**src/rtl/wb_arbiter.sv**
```systemverilog
// ============================================================================
// wb_arbiter
// ----------------------------------------------------------------------------
// Two-master Wishbone classic-cycle arbiter. The CPU (master 0) and a second
// bus master (master 1, e.g. DMA or video refresh) share one slave-side port
// into the interconnect. The bus is granted round-robin, one transaction at a
// time, with a one-cycle IDLE turnaround between transactions. A watchdog ends
// any transaction the slaves never acknowledge and reports ERR to the owner.
//
// Parameters
//   TIMEOUT   BUSY cycles without s_ACK before ERR fires (0 = no watchdog)
//
// Ports
//   clk                 system clock, rising edge
//   reset               synchronous, active-low reset
//   m0_STB / m0_WE      master 0 request strobe / write enable
//   m0_ADDR / m0_DAT_I  master 0 address / write data
//   m0_DAT_O            read data returned to master 0
//   m0_ACK / m0_ERR     transfer done / watchdog abort to master 0
//   m1_*                same set for master 1
//   s_STB / s_WE        strobe / write enable to the interconnect
//   s_ADDR / s_DAT_O    address / write data to the interconnect
//   s_DAT_I             read data from the interconnect
//   s_ACK               acknowledge from the interconnect
//   grant               registered one-hot grant (01 = m0, 10 = m1, 00 = none)
// ============================================================================
module wb_arbiter #(
  parameter int unsigned TIMEOUT = 255
) (
  input  logic        clk,
  input  logic        reset,

  input  logic        m0_STB,
  input  logic        m0_WE,
  input  logic [31:0] m0_ADDR,
  input  logic [31:0] m0_DAT_I,
  output logic [31:0] m0_DAT_O,
  output logic        m0_ACK,
  output logic        m0_ERR,

  input  logic        m1_STB,
  input  logic        m1_WE,
  input  logic [31:0] m1_ADDR,
  input  logic [31:0] m1_DAT_I,
  output logic [31:0] m1_DAT_O,
  output logic        m1_ACK,
  output logic        m1_ERR,

  output logic        s_STB,
  output logic        s_WE,
  output logic [31:0] s_ADDR,
  output logic [31:0] s_DAT_O,
  input  logic [31:0] s_DAT_I,
  input  logic        s_ACK,

  output logic [1:0]  grant
);

  // Counter only needs to reach TIMEOUT-1; keep at least one bit when the
  // watchdog is disabled so the register stays legal.
  localparam int unsigned     WD_W    = (TIMEOUT == 0) ? 1 : $clog2(TIMEOUT + 1);
  localparam logic [WD_W-1:0] WD_LAST = (TIMEOUT == 0) ? '0 : WD_W'(TIMEOUT - 1);
  localparam logic            WD_ON   = (TIMEOUT != 0);

  typedef enum logic {
    IDLE = 1'b0,
    BUSY = 1'b1
  } state_e;

  state_e          state_q, state_d;
  logic [1:0]      grant_q, grant_d;
  logic            last_q,  last_d;     // last master served: 0 = m0, 1 = m1
  logic [WD_W-1:0] wd_cnt_q, wd_cnt_d;

  // --------------------------------------------------------------------------
  // Granted-master view. grant_q is only ever 01 or 10 while BUSY, so bit 1
  // alone selects the owner.
  // --------------------------------------------------------------------------
  logic        sel_m1;
  logic        g_stb;
  logic        g_we;
  logic [31:0] g_addr;
  logic [31:0] g_dat;
  logic        wd_fire;
  logic        busy;
  logic        ack_evt;
  logic        err_evt;

  assign sel_m1  = grant_q[1];
  assign g_stb   = sel_m1 ? m1_STB   : m0_STB;
  assign g_we    = sel_m1 ? m1_WE    : m0_WE;
  assign g_addr  = sel_m1 ? m1_ADDR  : m0_ADDR;
  assign g_dat   = sel_m1 ? m1_DAT_I : m0_DAT_I;

  assign wd_fire = WD_ON && (wd_cnt_q == WD_LAST);

  // A low reset silences every output immediately, so a transaction cut by
  // reset never leaks an ACK or ERR in the cycle the reset is applied.
  assign busy    = (state_q == BUSY) && reset;

  // Exit priority: abandoned strobe beats ACK, ACK beats the watchdog.
  assign ack_evt = busy && g_stb && s_ACK;
  assign err_evt = busy && g_stb && !s_ACK && wd_fire;

  // --------------------------------------------------------------------------
  // State register
  // --------------------------------------------------------------------------
  // NOTE: sequential state uses non-blocking assignments so every register
  // samples pre-edge values regardless of process ordering.
  always_ff @(posedge clk) begin
    if (!reset) begin
      state_q  <= IDLE;
      grant_q  <= 2'b00;
      last_q   <= 1'b1;     // m1 counts as last served, so m0 wins first contention
      wd_cnt_q <= '0;
    end else begin
      state_q  <= state_d;
      grant_q  <= grant_d;
      last_q   <= last_d;
      wd_cnt_q <= wd_cnt_d;
    end
  end

  // --------------------------------------------------------------------------
  // Next-state logic
  // --------------------------------------------------------------------------
  // NOTE: every variable assigned here gets a default first; a path that
  // leaves one unassigned would infer a latch.
  always_comb begin
    state_d  = state_q;
    grant_d  = grant_q;
    last_d   = last_q;
    wd_cnt_d = wd_cnt_q;

    unique case (state_q)
      IDLE: begin
        wd_cnt_d = '0;
        // m0 wins when alone, or when both request and m1 was served last.
        if (m0_STB && (!m1_STB || last_q)) begin
          grant_d = 2'b01;
          state_d = BUSY;
        end else if (m1_STB) begin
          grant_d = 2'b10;
          state_d = BUSY;
        end
      end

      BUSY: begin
        if (!g_stb || s_ACK || wd_fire) begin
          // Abandon, acknowledge and timeout all end the same way: release
          // the bus and remember who just used it.
          state_d = IDLE;
          grant_d = 2'b00;
          last_d  = sel_m1;
        end else if (WD_ON) begin
          wd_cnt_d = wd_cnt_q + 1'b1;
        end
      end
    endcase
  end

  // --------------------------------------------------------------------------
  // Output logic: pure steering, everything zero unless BUSY.
  // --------------------------------------------------------------------------
  always_comb begin
    s_STB    = 1'b0;
    s_WE     = 1'b0;
    s_ADDR   = '0;
    s_DAT_O  = '0;
    m0_DAT_O = '0;
    m0_ACK   = 1'b0;
    m0_ERR   = 1'b0;
    m1_DAT_O = '0;
    m1_ACK   = 1'b0;
    m1_ERR   = 1'b0;

    if (busy) begin
      // The strobe is withdrawn in the watchdog cycle so a late slave
      // cannot complete a transfer the master has already seen fail.
      s_STB   = g_stb && !err_evt;
      s_WE    = g_we;
      s_ADDR  = g_addr;
      s_DAT_O = g_dat;
      if (sel_m1) begin
        m1_DAT_O = s_DAT_I;
        m1_ACK   = ack_evt;
        m1_ERR   = err_evt;
      end else begin
        m0_DAT_O = s_DAT_I;
        m0_ACK   = ack_evt;
        m0_ERR   = err_evt;
      end
    end
  end

  assign grant = grant_q;

endmodule

```
**config.mk**
```make
export PLATFORM = sky130hd
export DESIGN_NAME = wb_arbiter
export DESIGN_NICKNAME = d
export VERILOG_FILES = /design/src/rtl/wb_arbiter.sv
export SDC_FILE = /design/constraint.sdc
export NUM_CORES = 1
export LEC_CHECK = 0
export CORE_AREA = 4 4 114 116
export DETAILED_ROUTE_END_ITERATION = 12
export DIE_AREA = 0 0 118 120
export GPL_TIMING_DRIVEN = 0
export SYNTH_ARGS = -nofsm -noshare
export SYNTH_HDL_FRONTEND = slang
export SYNTH_SLANG_ARGS = --single-unit
```
**constraint.sdc**
```tcl
create_clock -name clk -period 2.4 [get_ports clk]
set_input_delay 0.36 -clock clk [delete_from_list [all_inputs] [get_ports clk]]
set_output_delay 0.36 -clock clk [all_outputs]
set_load 0.05 [all_outputs]
```
==> impl_metrics.tcl, run 1 <==
set metrics [dict create \
    synth.avg_cell_area_um2 7.02 \
    layout.core_utilization_pct 44.3 \
    max_clock_freq_mhz 438 \
    max_capacitance_violation_total 0 \
    timing_worst_setup_path_type "input pin to output pin" \
    die_w_um 118 \
    result_of_the_run "finished clean" \
    cts_tree "done" \
    syn-num-nets 469 \
    maximum_buffer_depth_of_the_clock_tree 2 \
    grt_pass1_vias 3502 \
    hold-path-cell-count 2 \
    portBuffers 302 \
    max-vdd-ir-drop_v 0.000166 \
    timing.rr.end "wd_cnt_q[4]" \
    effective_utilization_at_floorplan_pct 17.7 \
    synthesis.instances 300 \
    number_of_clock_sinks 12 \
    die_area_um2 14200 \
    critical-path-slowest-cell "sky130_fd_sc_hd__clkdlybuf4s50_1" \
    cp_data_required_time_ns 2.04 \
    timing.final.setup_violations 0 \
    drc 0 \
    synth-async-reset-ratio_pct 0 \
    power.density_cell_area_nw_per_um2 274 \
    clock-root-buffer "sky130_fd_sc_hd__clkbuf_16" \
    design.final.nets 775 \
    most-common-layout-cells "167 x sky130_fd_sc_hd__clkdlybuf4s50_1, 66 x sky130_fd_sc_hd__nor2_1, 65 x sky130_fd_sc_hd__mux2i_1" \
    route.detailed.vias_per_inst 4.58 \
    layout-drive-gt1-share_pct 29.4 \
    layout_fillers 1233 \
    detail_route.wirelength_mm 12.6 \
    rsz0062_at_grt "false" \
    hold_ws_ns 0.431 \
    timing.final.crit_share_pct 95.2 \
    yosys_warnings 0 \
    areaGrowthSynthToFinish_pct 150 \
    clock-skew-final_ns 0.00406 \
    boundary_pins 303 \
    crit_path_max_incr_delay_ns 0.54 \
    cts_made_buffers 3 \
    regToRegSetupSlack_ns 0.57 \
    gp_congestion 0.802 \
    layout_setup_ws_ns 0.115 \
    overflow 0 \
    number_of_distinct_library_cells_after_synthesis 38 \
    cellLeakagePower_nw 2.27 \
    overall_routing_resource_usage_pct 16.3 \
    worstSetupStartpointType "input pin" \
    initialDrtViolationCount 140 \
    worstPathMaxFanout 7 \
    worst_slew_pin_slew_ns 0.540 \
    report.final.hold_viol_count 0 \
    clk_transition_reported_paths_ns 0.05 \
    synth_edf_count 0 \
    maxSlewHeadroom_pct 63.9 \
    first_pass_grt_wire_length_mm 18.9 \
    antenna_found_initial 0 \
    fp-row-count 40 \
    path_cells "clkdlybuf4s50_1, mux2i_4, nor4_4, nor3_2, clkdlybuf4s15_2" \
    clock_insertion_delay_worst_skew_ns 0.24 \
    worstPathArrival_ns 1.93 \
    vias 3447 \
    synth_sequential_area_ratio_pct 11.4 \
    place_hpwl_mm 10.9 \
    antennaDiodeCount 0 \
    post-layout-total-power_w 0.00145 \
    h-tree-depth 1 \
    mostFrequentLayoutCell "sky130_fd_sc_hd__clkdlybuf4s50_1" \
    period_minus_slack_ns 2.29 \
    syn-cell-area_um2 2110 \
    largest_net_degree_at_the_start_of_global_routing 11 \
    timing.critical_path.to_type "output pin" \
    detail-route-antenna-nets 0 \
    final-max-slew-violation-count 0 \
    synth-seq-cells 12 \
    die_h_um 120 \
    timing.hold.worst.class "input pin to flip-flop" \
    yosys_most_used_dff "sky130_fd_sc_hd__dfxtp_1" \
    worst_r2r_startpoint "wd_cnt_q[0]" \
    reg2reg_depth 6 \
    floorplan.core_area_um2 11900 \
    routedWlPerCell_um 16.8 \
    worst_hold_path.endpoint "last_q" \
    holdCritStartpoint "reset" \
    place_ws_ns -0.875 \
    detail_route.first_pass.iterations 4 \
]
## Yosys cell counts (2+ instances only)
cell type	n	share of area, %
sky130_fd_sc_hd__nand3_1	4	0.95
sky130_fd_sc_hd__buf_6	2	1.1
sky130_fd_sc_hd__and4_1	2	0.83
sky130_fd_sc_hd__nand2_1	3	0.53
sky130_fd_sc_hd__nor2_1	71	13
sky130_fd_sc_hd__ha_1	2	1.2
sky130_fd_sc_hd__and2_1	3	0.89
sky130_fd_sc_hd__nor3_1	4	0.95
sky130_fd_sc_hd__inv_1	4	0.71
sky130_fd_sc_hd__and3_1	65	19
sky130_fd_sc_hd__dfxtp_1	12	11
sky130_fd_sc_hd__a211oi_1	2	0.71
sky130_fd_sc_hd__buf_1	8	1.4
sky130_fd_sc_hd__a21oi_1	6	1.4
sky130_fd_sc_hd__o21ai_0	2	0.48
sky130_fd_sc_hd__buf_2	7	1.7
sky130_fd_sc_hd__clkbuf_1	16	2.9
sky130_fd_sc_hd__or3_1	2	0.59
sky130_fd_sc_hd__xnor2_1	2	0.83
sky130_fd_sc_hd__mux2i_1	65	31
## cell families (layout without fill, tap and decap cells)
logic type               count (synthesis)  in the layout  synth area share [%]
adder cells (fa/ha/maj)                  2              2                  1.19
AO/OA/AOI/OAI                           22             22                  8.79
XOR/XNOR                                 2              2                 0.832
multiplexers                            66             66                  31.6
flip-flops                              12             12                  11.4
buffers and inverters                   37            342                  7.72
AND/OR/NAND/NOR                        159            159                  38.5
## stage by stage
step / instance area, µm² / std cells / setup TNS [ns]
after floorplan: 2120 / 300 / 0
after global placement: 5330 / 749 / -84.32
after detailed placement: 5330 / 749 / -89.64
after CTS: 5270 / 752 / -0.0157
after global routing: 5270 / 752 / 0
final: 5270 / 752 / 0
## per-layer routing
| layer | global-route usage, % | share of wire (%) | vias up |
|---|---|---|---|
| met5 | 0 | 0 | - |
| met4 | 3.37 | 2.1 | 0 |
| met3 | 5.51 | 8.4 | 22 |
| met2 | 32.3 | 55 | 184 |
| met1 | 16.4 | 35 | 1570 |
| li1 | - | - | 1671 |
## registers in the layout, indices dropped and copies added, names as in the netlist
register and flops:
last_q 1, grant 2, state_q 1, wd_cnt_q 8
## cell type report
cell class	count	area, µm²	share of cell area (%)
inverters	4	15.0	0.285
flip-flops and latches	12	240	4.56
multi-input cells	251	1750	33.1
repair buffers	302	2810	53.3
clock buffers	4	88.8	1.69
plain buffers	32	188	3.56
well taps	147	184	3.49
## power by group
part	switching, W	internal [W]	leakage [nW]
Clock	0.0000953	0.000252	0.0442
Sequential	0.00000420	0.000206	0.0976
Combinational	0.000482	0.000406	2.13
Total	0.000582	0.000864	2.27
## worst max-delay path, delay by kind of cell
family | cells | cell delay [ns]
simple gates | 2 | 0.22
buf+inv | 2 | 0.94
mux | 1 | 0.41
## worst max-delay path by stage
| stage | endpoint | slack, ns | cells after the start | start |
|---|---|---|---|---|
| floorplan | s_ADDR[0] | 0.03 | 4 | grant[1] |
| global placement | m0_DAT_O[8] | -0.84 | 6 | reset |
| detailed placement | m0_DAT_O[8] | -0.88 | 6 | reset |
| CTS | s_ADDR[20] | -0.02 | 6 | reset |
| global route | s_STB | 0.01 | 7 | wd_cnt_q[0] |
| finish | s_STB | 0.11 | 5 | m1_STB |
## repair_timing
action | in CTS | in global routing
hold buffers | 0 | 0
resized for setup | 557 | 22
setup buffers | 0 | 0
endpoints found under the setup margin | 134 | 117
No activity file was read; power rests on OpenSTA's default activity.
==> run 2, diff against run 1 <==
ABC_AREA = 0   (was not set)
==> results of run 2 <==
The final DEF is identical to that of run 1; final timing and power are the same.
